**config.mk**
```make
export PLATFORM = sky130hd
export DESIGN_NAME = mem_bus_ctrl
export DESIGN_NICKNAME = d
export VERILOG_FILES = /design/src/rtl/mem_bus_pkg.sv /design/src/rtl/sync2.sv /design/src/rtl/mem_bus_ctrl.sv
export SDC_FILE = /design/constraint.sdc
export NUM_CORES = 1
export LEC_CHECK = 0
export CORE_AREA = 2 2 93 95
export CTS_CLUSTER_SIZE = 16
export DETAILED_ROUTE_END_ITERATION = 12
export DIE_AREA = 0 0 95 97
export HOLD_SLACK_MARGIN = 0.15
export PLACE_DENSITY_LB_ADDON = 0.3
export SYNTH_ARGS = -nofsm -noshare
export SYNTH_HDL_FRONTEND = slang
export SYNTH_SLANG_ARGS = --single-unit
```
**constraint.sdc**
```tcl
create_clock -name clk -period 2.7 [get_ports clk]
set_clock_uncertainty 0.05 [all_clocks]
set_input_delay 0.54 -clock clk [delete_from_list [all_inputs] [get_ports clk]]
set_output_delay 0.54 -clock clk [all_outputs]
set_load 0.03 [all_outputs]
```
**src/rtl/mem_bus_pkg.sv**
```systemverilog
// Shared definitions for the memory-bus controller: CPU command encodings,
// controller FSM states and default memory-map addresses for the I/O registers.
package mem_bus_pkg;

    typedef enum logic [1:0] {
        MNONE  = 2'b00,
        MREAD  = 2'b01,
        MWRITE = 2'b10,
        MRSVD  = 2'b11
    } mem_cmd_e;

    typedef enum logic [1:0] {
        StIdle,
        StRamWait,
        StResp
    } bus_state_e;

    localparam logic [8:0] LED_ADDR_DEF = 9'h100;
    localparam logic [8:0] SW_ADDR_DEF  = 9'h140;

endpackage

```
**src/rtl/sync2.sv**
```systemverilog
// Two-flop synchroniser for asynchronous level inputs.
// Ports:
//   clk   - rising-edge clock
//   reset - synchronous active-high reset, clears both stages
//   d     - asynchronous input bus
//   q     - synchronised output, two cycles behind d
module sync2 #(
    parameter int unsigned WIDTH = 8
) (
    input  logic             clk,
    input  logic             reset,
    input  logic [WIDTH-1:0] d,
    output logic [WIDTH-1:0] q
);

    logic [WIDTH-1:0] meta_q;

    always_ff @(posedge clk) begin
        if (reset) begin
            meta_q <= '0;
            q      <= '0;
        end else begin
            meta_q <= d;
            q      <= meta_q;
        end
    end

endmodule

```
**src/rtl/mem_bus_ctrl.sv**
```systemverilog
// Memory-bus controller between the CPU request port and the data RAM plus
// memory-mapped LED/switch registers. Every request completes with a one-cycle
// mem_ready pulse; RAM reads wait RAM_LAT cycles for ram_dout.
// Ports:
//   clk, reset             - clock, synchronous active-high reset
//   mem_cmd/mem_addr       - CPU request (held until mem_ready)
//   write_data/read_data   - CPU write data / registered read result
//   mem_ready              - completion pulse
//   ram_addr/ram_din/ram_write/ram_dout - RAM port
//   sw_in/led_out          - switch inputs (async), LED register
//   bus_err                - sticky error flag, only when MEM_BUS_ERR_EN is defined
// Optional feature macro: MEM_BUS_ERR_EN.
module mem_bus_ctrl
    import mem_bus_pkg::*;
#(
    parameter int unsigned        ADDR_W    = 9,
    parameter int unsigned        DATA_W    = 16,
    parameter int unsigned        RAM_DEPTH = 256,
    parameter int unsigned        RAM_LAT   = 1,
    parameter logic [ADDR_W-1:0]  LED_ADDR  = LED_ADDR_DEF,
    parameter logic [ADDR_W-1:0]  SW_ADDR   = SW_ADDR_DEF,
    parameter int unsigned        IO_W      = 8,
    localparam int unsigned       RAM_AW    = $clog2(RAM_DEPTH)
) (
    input  logic              clk,
    input  logic              reset,
    input  logic [1:0]        mem_cmd,
    input  logic [ADDR_W-1:0] mem_addr,
    input  logic [DATA_W-1:0] write_data,
    output logic [DATA_W-1:0] read_data,
    output logic              mem_ready,
    output logic [RAM_AW-1:0] ram_addr,
    output logic [DATA_W-1:0] ram_din,
    output logic              ram_write,
    input  logic [DATA_W-1:0] ram_dout,
    input  logic [IO_W-1:0]   sw_in,
    output logic [IO_W-1:0]   led_out
`ifdef MEM_BUS_ERR_EN
    ,
    output logic              bus_err
`endif
);

    bus_state_e        state_q, state_d;
    logic [2:0]        cnt_q, cnt_d;
    logic [DATA_W-1:0] read_data_q, read_data_d;
    logic              mem_ready_q, mem_ready_d;
    logic              ram_write_q, ram_write_d;
    logic [RAM_AW-1:0] ram_addr_q, ram_addr_d;
    logic [DATA_W-1:0] ram_din_q, ram_din_d;
    logic [IO_W-1:0]   led_q, led_d;
    logic [IO_W-1:0]   sw_sync;
    logic              err_hit;

    mem_cmd_e cmd;
    logic     accept, is_ram, is_led, is_sw;

    sync2 #(
        .WIDTH(IO_W)
    ) u_sw_sync (
        .clk  (clk),
        .reset(reset),
        .d    (sw_in),
        .q    (sw_sync)
    );

    assign cmd = mem_cmd_e'(mem_cmd);
    // Full-width compare so high address bits never alias into RAM.
    assign is_ram = 32'(mem_addr) < RAM_DEPTH;
    assign is_led = mem_addr == LED_ADDR;
    assign is_sw  = mem_addr == SW_ADDR;

`ifdef MEM_BUS_ERR_EN
    assign accept = (state_q == StIdle) && (cmd != MNONE);
`else
    assign accept = (state_q == StIdle) && ((cmd == MREAD) || (cmd == MWRITE));
`endif

    always_comb begin
        state_d     = state_q;
        cnt_d       = cnt_q;
        read_data_d = read_data_q;
        mem_ready_d = 1'b0;
        ram_write_d = 1'b0;
        ram_addr_d  = ram_addr_q;
        ram_din_d   = ram_din_q;
        led_d       = led_q;
        err_hit     = 1'b0;

        unique case (state_q)
            StIdle: begin
                if (accept) begin
                    state_d     = StResp;
                    mem_ready_d = 1'b1;
                    if (cmd == MREAD) begin
                        if (is_ram) begin
                            ram_addr_d  = mem_addr[RAM_AW-1:0];
                            cnt_d       = 3'(RAM_LAT - 1);
                            state_d     = StRamWait;
                            mem_ready_d = 1'b0;
                        end else if (is_led) begin
                            read_data_d = DATA_W'(led_q);
                        end else if (is_sw) begin
                            read_data_d = DATA_W'(sw_sync);
                        end else begin
                            read_data_d = '0;
                            err_hit     = 1'b1;
                        end
                    end else if (cmd == MWRITE) begin
                        if (is_ram) begin
                            ram_addr_d  = mem_addr[RAM_AW-1:0];
                            ram_din_d   = write_data;
                            ram_write_d = 1'b1;
                        end else if (is_led) begin
                            led_d = write_data[IO_W-1:0];
                        end else begin
                            // Switch writes and unmapped writes are dropped.
                            err_hit = 1'b1;
                        end
                    end else begin
                        // Reserved command: completes with no side effects.
                        err_hit = 1'b1;
                    end
                end
            end
            StRamWait: begin
                if (cnt_q == 3'd0) begin
                    read_data_d = ram_dout;
                    mem_ready_d = 1'b1;
                    state_d     = StResp;
                end else begin
                    cnt_d = cnt_q - 3'd1;
                end
            end
            StResp: begin
                state_d = StIdle;
            end
            default: begin
                state_d = StIdle;
            end
        endcase
    end

    always_ff @(posedge clk) begin
        if (reset) begin
            state_q     <= StIdle;
            cnt_q       <= '0;
            read_data_q <= '0;
            mem_ready_q <= 1'b0;
            ram_write_q <= 1'b0;
            ram_addr_q  <= '0;
            ram_din_q   <= '0;
            led_q       <= '0;
        end else begin
            state_q     <= state_d;
            cnt_q       <= cnt_d;
            read_data_q <= read_data_d;
            mem_ready_q <= mem_ready_d;
            ram_write_q <= ram_write_d;
            ram_addr_q  <= ram_addr_d;
            ram_din_q   <= ram_din_d;
            led_q       <= led_d;
        end
    end

`ifdef MEM_BUS_ERR_EN
    logic bus_err_q;

    always_ff @(posedge clk) begin
        if (reset) begin
            bus_err_q <= 1'b0;
        end else if (err_hit) begin
            bus_err_q <= 1'b1;
        end
    end

    assign bus_err = bus_err_q;
`else
    logic unused_err;
    assign unused_err = err_hit;
`endif

    assign read_data = read_data_q;
    assign mem_ready = mem_ready_q;
    assign ram_addr  = ram_addr_q;
    assign ram_din   = ram_din_q;
    assign ram_write = ram_write_q;
    assign led_out   = led_q;

endmodule

```
==> impl_metrics.json, run 1 <==
{
  "status": "completed",
  "ys_types": 33,
  "peakVddDrop_mv": 0.251,
  "cts_setup_buffers": 0,
  "grt_remaining_overflow": 0,
  "yosysSeqAreaShare_pct": 46.3,
  "design_area_um2": 4300,
  "drv_slew": 0,
  "fmax_ghz": 0.440,
  "first_pass_iters": 4,
  "timing.final.crit_period_ps": 2270,
  "grt_max_degree": 44,
  "cp-end-kind": "register",
  "r2r_end": "read_data[10]$_SDFFE_PP0P_",
  "viasPerCell": 4.74,
  "antenna_found_initial": 0,
  "critPathKind": "in -> reg",
  "dieWidth_um": 95,
  "holdPathStages": 1,
  "fin_nets": 447,
  "via_count": 2358,
  "cp-start-kind": "input port",
  "root_buffer": "clkbuf_8",
  "cts_resized": 0,
  "clk_pin_slew_ps": 70,
  "netlist_area_um2": 3070,
  "p_leak_uw": 0.00160,
  "cp.required_ps": 2850,
  "die_h_um": 97,
  "cts_buffer_depth": 2,
  "power.density_nw_per_um2": 488,
  "core-area_um2": 8130,
  "grt_pass1_vias": 2329,
  "hpwl_mm": 5.04,
  "hp-start": "u_sw_sync.meta_q[6]$_SDFF_PP0_",
  "tritoncts": "built",
  "remaining_drc_errors": 0,
  "clk_latency_ps": 330,
  "hold_slack_ps": 387,
  "placed_area_um2": 4150,
  "drive_gt1_share_pct": 9.69,
  "clock_sinks": 71,
  "reg2reg_from": "cnt_q[0]$_SDFFE_PP0P_",
  "worst-r2r-cell-count": 7,
  "wl_per_cell_um": 13.9,
  "routed_wl_mm": 6.92,
  "synth_nets": 349,
  "fill_cells": 748,
  "min_to": "u_sw_sync.q[6]$_SDFF_PP0_",
  "syn_inst": 291,
  "diodes": 0,
  "cts_buffers": 9,
  "ios": 103,
  "period_share_pct": 84.1,
  "grt_pass1_wl_mm": 11.1,
  "synth_top_area_share_pct": 46.3,
  "std_cell_rows": 33,
  "fp.dieArea_um2": 9220,
  "multi_input_area_um2": 1460,
  "port_buffers": 102,
  "reg2reg_slack_ps": 610,
  "yosysWarningCount": 0,
  "ctsHoldBuffers": 0,
  "synth.avg_cell_area_um2": 10.6,
  "tns_ps": 0,
  "worst_pin_slew_ps": 743,
  "drv_cap": 0,
  "regArea_um2": 1420,
  "cp_max_fo": 5,
  "hold_viol": 0,
  "yosys.area.top_type": "dfxtp_1",
  "setup_viol": 0,
  "synthTopCellsByArea": "dfxtp_1 46%, mux2i_1 13%, nand2b_1 10%, a221oi_1 4.0%, nor2b_1 3.7%",
  "syn_to_final_growth_pct": 40.0,
  "gp_congestion": 0.791,
  "initial_core_util_pct": 37.8,
  "ys_ff_latch": 71,
  "worstPathArrival_ps": 2420,
  "grt_usage_pct": 15.3,
  "maxSlewHeadroom_pct": 50.5,
  "htreeDepth": 3,
  "first_iter_violations": 42,
  "rsz0062_at_grt": "no",
  "hold_class": "reg -> reg",
  "drtAntennaViolNets": 0
}
synth_stat cells, drive strengths merged:
| cell | instances |
|---|---|
| a211oi | 2 |
| a21o | 1 |
| a21oi | 1 |
| a221oi | 16 |
| and3b | 1 |
| buf | 8 |
| clkbuf | 14 |
| dfxtp | 71 |
| ha | 5 |
| inv | 14 |
| mux2 | 8 |
| mux2i | 40 |
| nand2 | 9 |
| nand2b | 50 |
| nand4 | 9 |
| nand4bb | 1 |
| nor2 | 9 |
| nor2b | 18 |
| nor3 | 1 |
| nor3b | 2 |
| nor4 | 2 |
| nor4b | 1 |
| o21ai | 1 |
| o31ai | 3 |
| or4 | 3 |
| or4b | 1 |
where the power goes:
group | internal [µW] | switching, µW
clock | 320 | 382
combinational | 164 | 135
sequential | 1080 | 19.6
worst max-delay path: stages:
cell             delay, ps
clkdlybuf4s50_1        500
inv_1                   60
ha_1                   350
or4b_2                 660
a21oi_2                220
o31ai_1                 90
registers in the layout, summed over array words and instances, names as in the netlist:
| signal | flops |
|---|---|
| mem_ready | 1 |
| ram_addr | 8 |
| state_q | 2 |
| led_out | 8 |
| u_sw_sync.q | 8 |
| read_data | 16 |
| u_sw_sync.meta_q | 8 |
| ram_write | 1 |
| ram_din | 16 |
| cnt_q | 3 |
final cells by class:
type                            count  share of cell area, %
Tap cell                          105                   3.05
Timing Repair Buffer              109                   25.1
Clock inverter                      4                  0.582
Sequential cell                    71                   33.0
Multi-Input combinational cell    184                   34.0
Clock buffer                       10                   2.97
Inverter                           14                   1.22
layout by cell type (no fill, tap or decap), types with 2 or more instances in the layout:
cell             synthesis  routed
a211oi_1                 2       2
a221oi_1                14      14
a221oi_2                 2       2
buf_4                    1       6
clkbuf_8                 0       9
clkdlybuf4s50_1          0     101
clkinv_2                 0       2
clkinvlp_4               0       2
dfxtp_1                 71      71
ha_1                     5       5
inv_1                   14      14
mux2_2                   8       8
mux2i_1                 40      40
nand2_1                  9       9
nand2b_1                50      50
nand4_1                  8       8
nor2_1                   9       9
nor2b_1                 18      18
o31ai_1                  3       3
or4_1                    3       3
worst max-delay path by stage:
stage,from,to,slack (ps),cells after the start
6_report,mem_cmd[0],cnt_q[0]$_SDFFE_PP0P_,430,6
5_1_grt,mem_cmd[0],read_data[10]$_SDFFE_PP0P_,360,7
4_1_cts,mem_cmd[0],cnt_q[0]$_SDFFE_PP0P_,430,6
3_5_place_dp,mem_cmd[0],cnt_q[2]$_SDFFE_PP0P_,70,6
3_3_place_gp,mem_cmd[0],cnt_q[1]$_SDFFE_PP0P_,110,6
2_1_floorplan,mem_cmd[0],read_data[6]$_SDFFE_PP0P_,650,8
metrics by stage:
stage / util [%] / total power, µW / worst slack (ps) / instances
floorplan: - / 1280 / 649 / 291
global placement: 51.0 / 1420 / 112 / 483
detailed placement: 51.0 / 1420 / 72.2 / 483
CTS: 52.9 / 2120 / 434 / 497
global route: 52.9 / 2190 / 360 / 497
finish: 52.9 / 2100 / 430 / 497
per-layer routing:
| metal | up-vias | GRT usage, % | routed length, µm |
|---|---|---|---|
| met2 | 60 | 24.4 | 3250 |
| met5 | - | 0 | 0 |
| met1 | 1099 | 18.3 | 3130 |
| li1 | 1191 | - | - |
| met4 | 0 | 7.13 | 119 |
| met3 | 8 | 5.14 | 425 |
cell families after synthesis:
logic type	Yosys count	share of synthesized area (%)
flops	71	46.3
compound gates	24	6.88
mux	48	16.0
simple gates	107	22.8
fa+ha+maj	5	2.04
buf+inv	36	6.11
Note: power is estimated with default switching activity, not from simulation.
==> inputs of run 2 (changes only) <==
clock period = 2.1 ns   (was 2.7 ns; I/O delays follow)
==> impl_metrics.json, run 2 (synthesis results as in run 1) <==
{
  "first_pass_iters": 4,
  "timing.final.crit_period_ps": 2010,
  "gp_congestion": 0.782,
  "hpwl_mm": 5.15,
  "cp-end-kind": "register",
  "drive_gt1_share_pct": 13.8,
  "finalNonFillerCells": 511,
  "period_share_pct": 95.7,
  "design_area_um2": 4460,
  "first_iter_violations": 58,
  "viasPerCell": 4.75,
  "wl_met1_mm": 3.18,
  "holdPathStages": 1,
  "power.density_nw_per_um2": 621,
  "hold_viol": 0,
  "drv_slew": 0,
  "grt_pass1_wl_mm": 11.5,
  "diodes": 0,
  "reg2reg_slack_ps": 440,
  "cp-start-kind": "input port",
  "core-area_um2": 8130,
  "rsz0062_at_grt": "yes",
  "cp.required_ps": 2260,
  "htreeDepth": 3,
  "grt_max_degree": 48,
  "die_h_um": 97,
  "grt_remaining_overflow": 0,
  "grt_usage_pct": 16.0,
  "port_buffers": 102,
  "p_leak_uw": 0.00168,
  "tritoncts": "built",
  "status": "completed",
  "syn_to_final_growth_pct": 45.2,
  "worst_pin_slew_ps": 663,
  "setup_viol": 0,
  "remaining_drc_errors": 0,
  "clock_sinks": 71,
  "wl_met2_mm": 3.35,
  "initial_core_util_pct": 37.8,
  "final_common_cell": "clkdlybuf4s50_1",
  "cts_buffers": 9,
  "drv_cap": 0,
  "worst-r2r-cell-count": 7,
  "routed_wl_mm": 7.04,
  "peakVddDrop_mv": 0.353,
  "cts_buffer_depth": 2,
  "worstPathArrival_ps": 2170,
  "fin_nets": 460,
  "final_core_util_pct": 54.9,
  "final_cell_mix": "101 x clkdlybuf4s50_1, 71 x dfxtp_1, 50 x nand2b_1",
  "dp.cells": 496,
  "fmax_ghz": 0.498,
  "grt_pass1_vias": 2453,
  "clk_latency_ps": 340,
  "hold_slack_ps": 393,
  "placed_area_um2": 4250,
  "wl_per_cell_um": 13.8,
  "fp.dieArea_um2": 9220,
  "via_count": 2429,
  "routed.top_layer": "met4",
  "cp_max_fo": 8,
  "critPathKind": "in -> reg",
  "root_buffer": "clkbuf_8",
  "ios": 103,
  "hold_class": "reg -> reg",
  "std_cell_rows": 33,
  "clk_pin_slew_ps": 70,
  "p_total_uw": 2770,
  "route.met3.wl_um": 383,
  "maxSlewHeadroom_pct": 55.8,
  "cts_setup_buffers": 0,
  "dieWidth_um": 95,
  "antenna_found_initial": 0,
  "drtAntennaViolNets": 0
}
run 2: cell count changes in the layout (fill, tap and decap cells not counted), sizes merged:
| cell | change |
|---|---|
| buf | +13 |
| clkbuf | +1 |
| clkinvlp | -1 |
| clkinv | +1 |
run 2: worst paths after layout:
check | from | endpoint
hold / removal | u_sw_sync.meta_q[5]$_SDFF_PP0_ | u_sw_sync.q[5]$_SDFF_PP0_
setup / recovery | mem_cmd[0] | read_data[6]$_SDFFE_PP0P_
hold reg to reg | u_sw_sync.meta_q[5]$_SDFF_PP0_ | u_sw_sync.q[5]$_SDFF_PP0_
setup reg to reg | cnt_q[0]$_SDFFE_PP0P_ | read_data[10]$_SDFFE_PP0P_
run 2: metal layers:
metal / vias up / GRT usage (%)
li1: 1224 / -
met1: 1123 / 19.6
met2: 70 / 26.2
met3: 12 / 3.97
met4: 0 / 7.36
met5: - / 0
run 2: area by class of cell:
class | count | area (µm²)
tap | 105 | 131
multi-input combinational | 184 | 1520
inverter | 14 | 52.6
fill | 746 | 3670
timing repair buffer | 122 | 1180
sequential | 71 | 1420
clock inverter | 4 | 22.5
clock buffer | 11 | 141
run 2: power breakdown:
group	leakage, µW	switching, µW	internal, µW
sequential	0.000578	23.2	1390
clock	0.0000850	493	449
combinational	0.00102	184	232
total	0.00168	700	2070
run 2: worst max-delay path, stage by stage:
cell and delay, ps:
clkdlybuf4s50_1 470, inv_1 50, ha_1 360, nand4bb_4 260
buf_4 180, a221oi_1 340, a221oi_2 90
run 2: timing repair:
item	4_1_cts	5_1_grt
endpoints found under the setup margin	0	26
hold buffers	0	0
gates resized for setup	0	8
run 2: through the flow:
step                TNS [ps]  setup WS (ps)
detailed placement    -13310           -348
floorplan                  0            169
global route           -7.03          -4.77
finish                     0           90.5
CTS                        0           1.89
global placement      -11920           -313
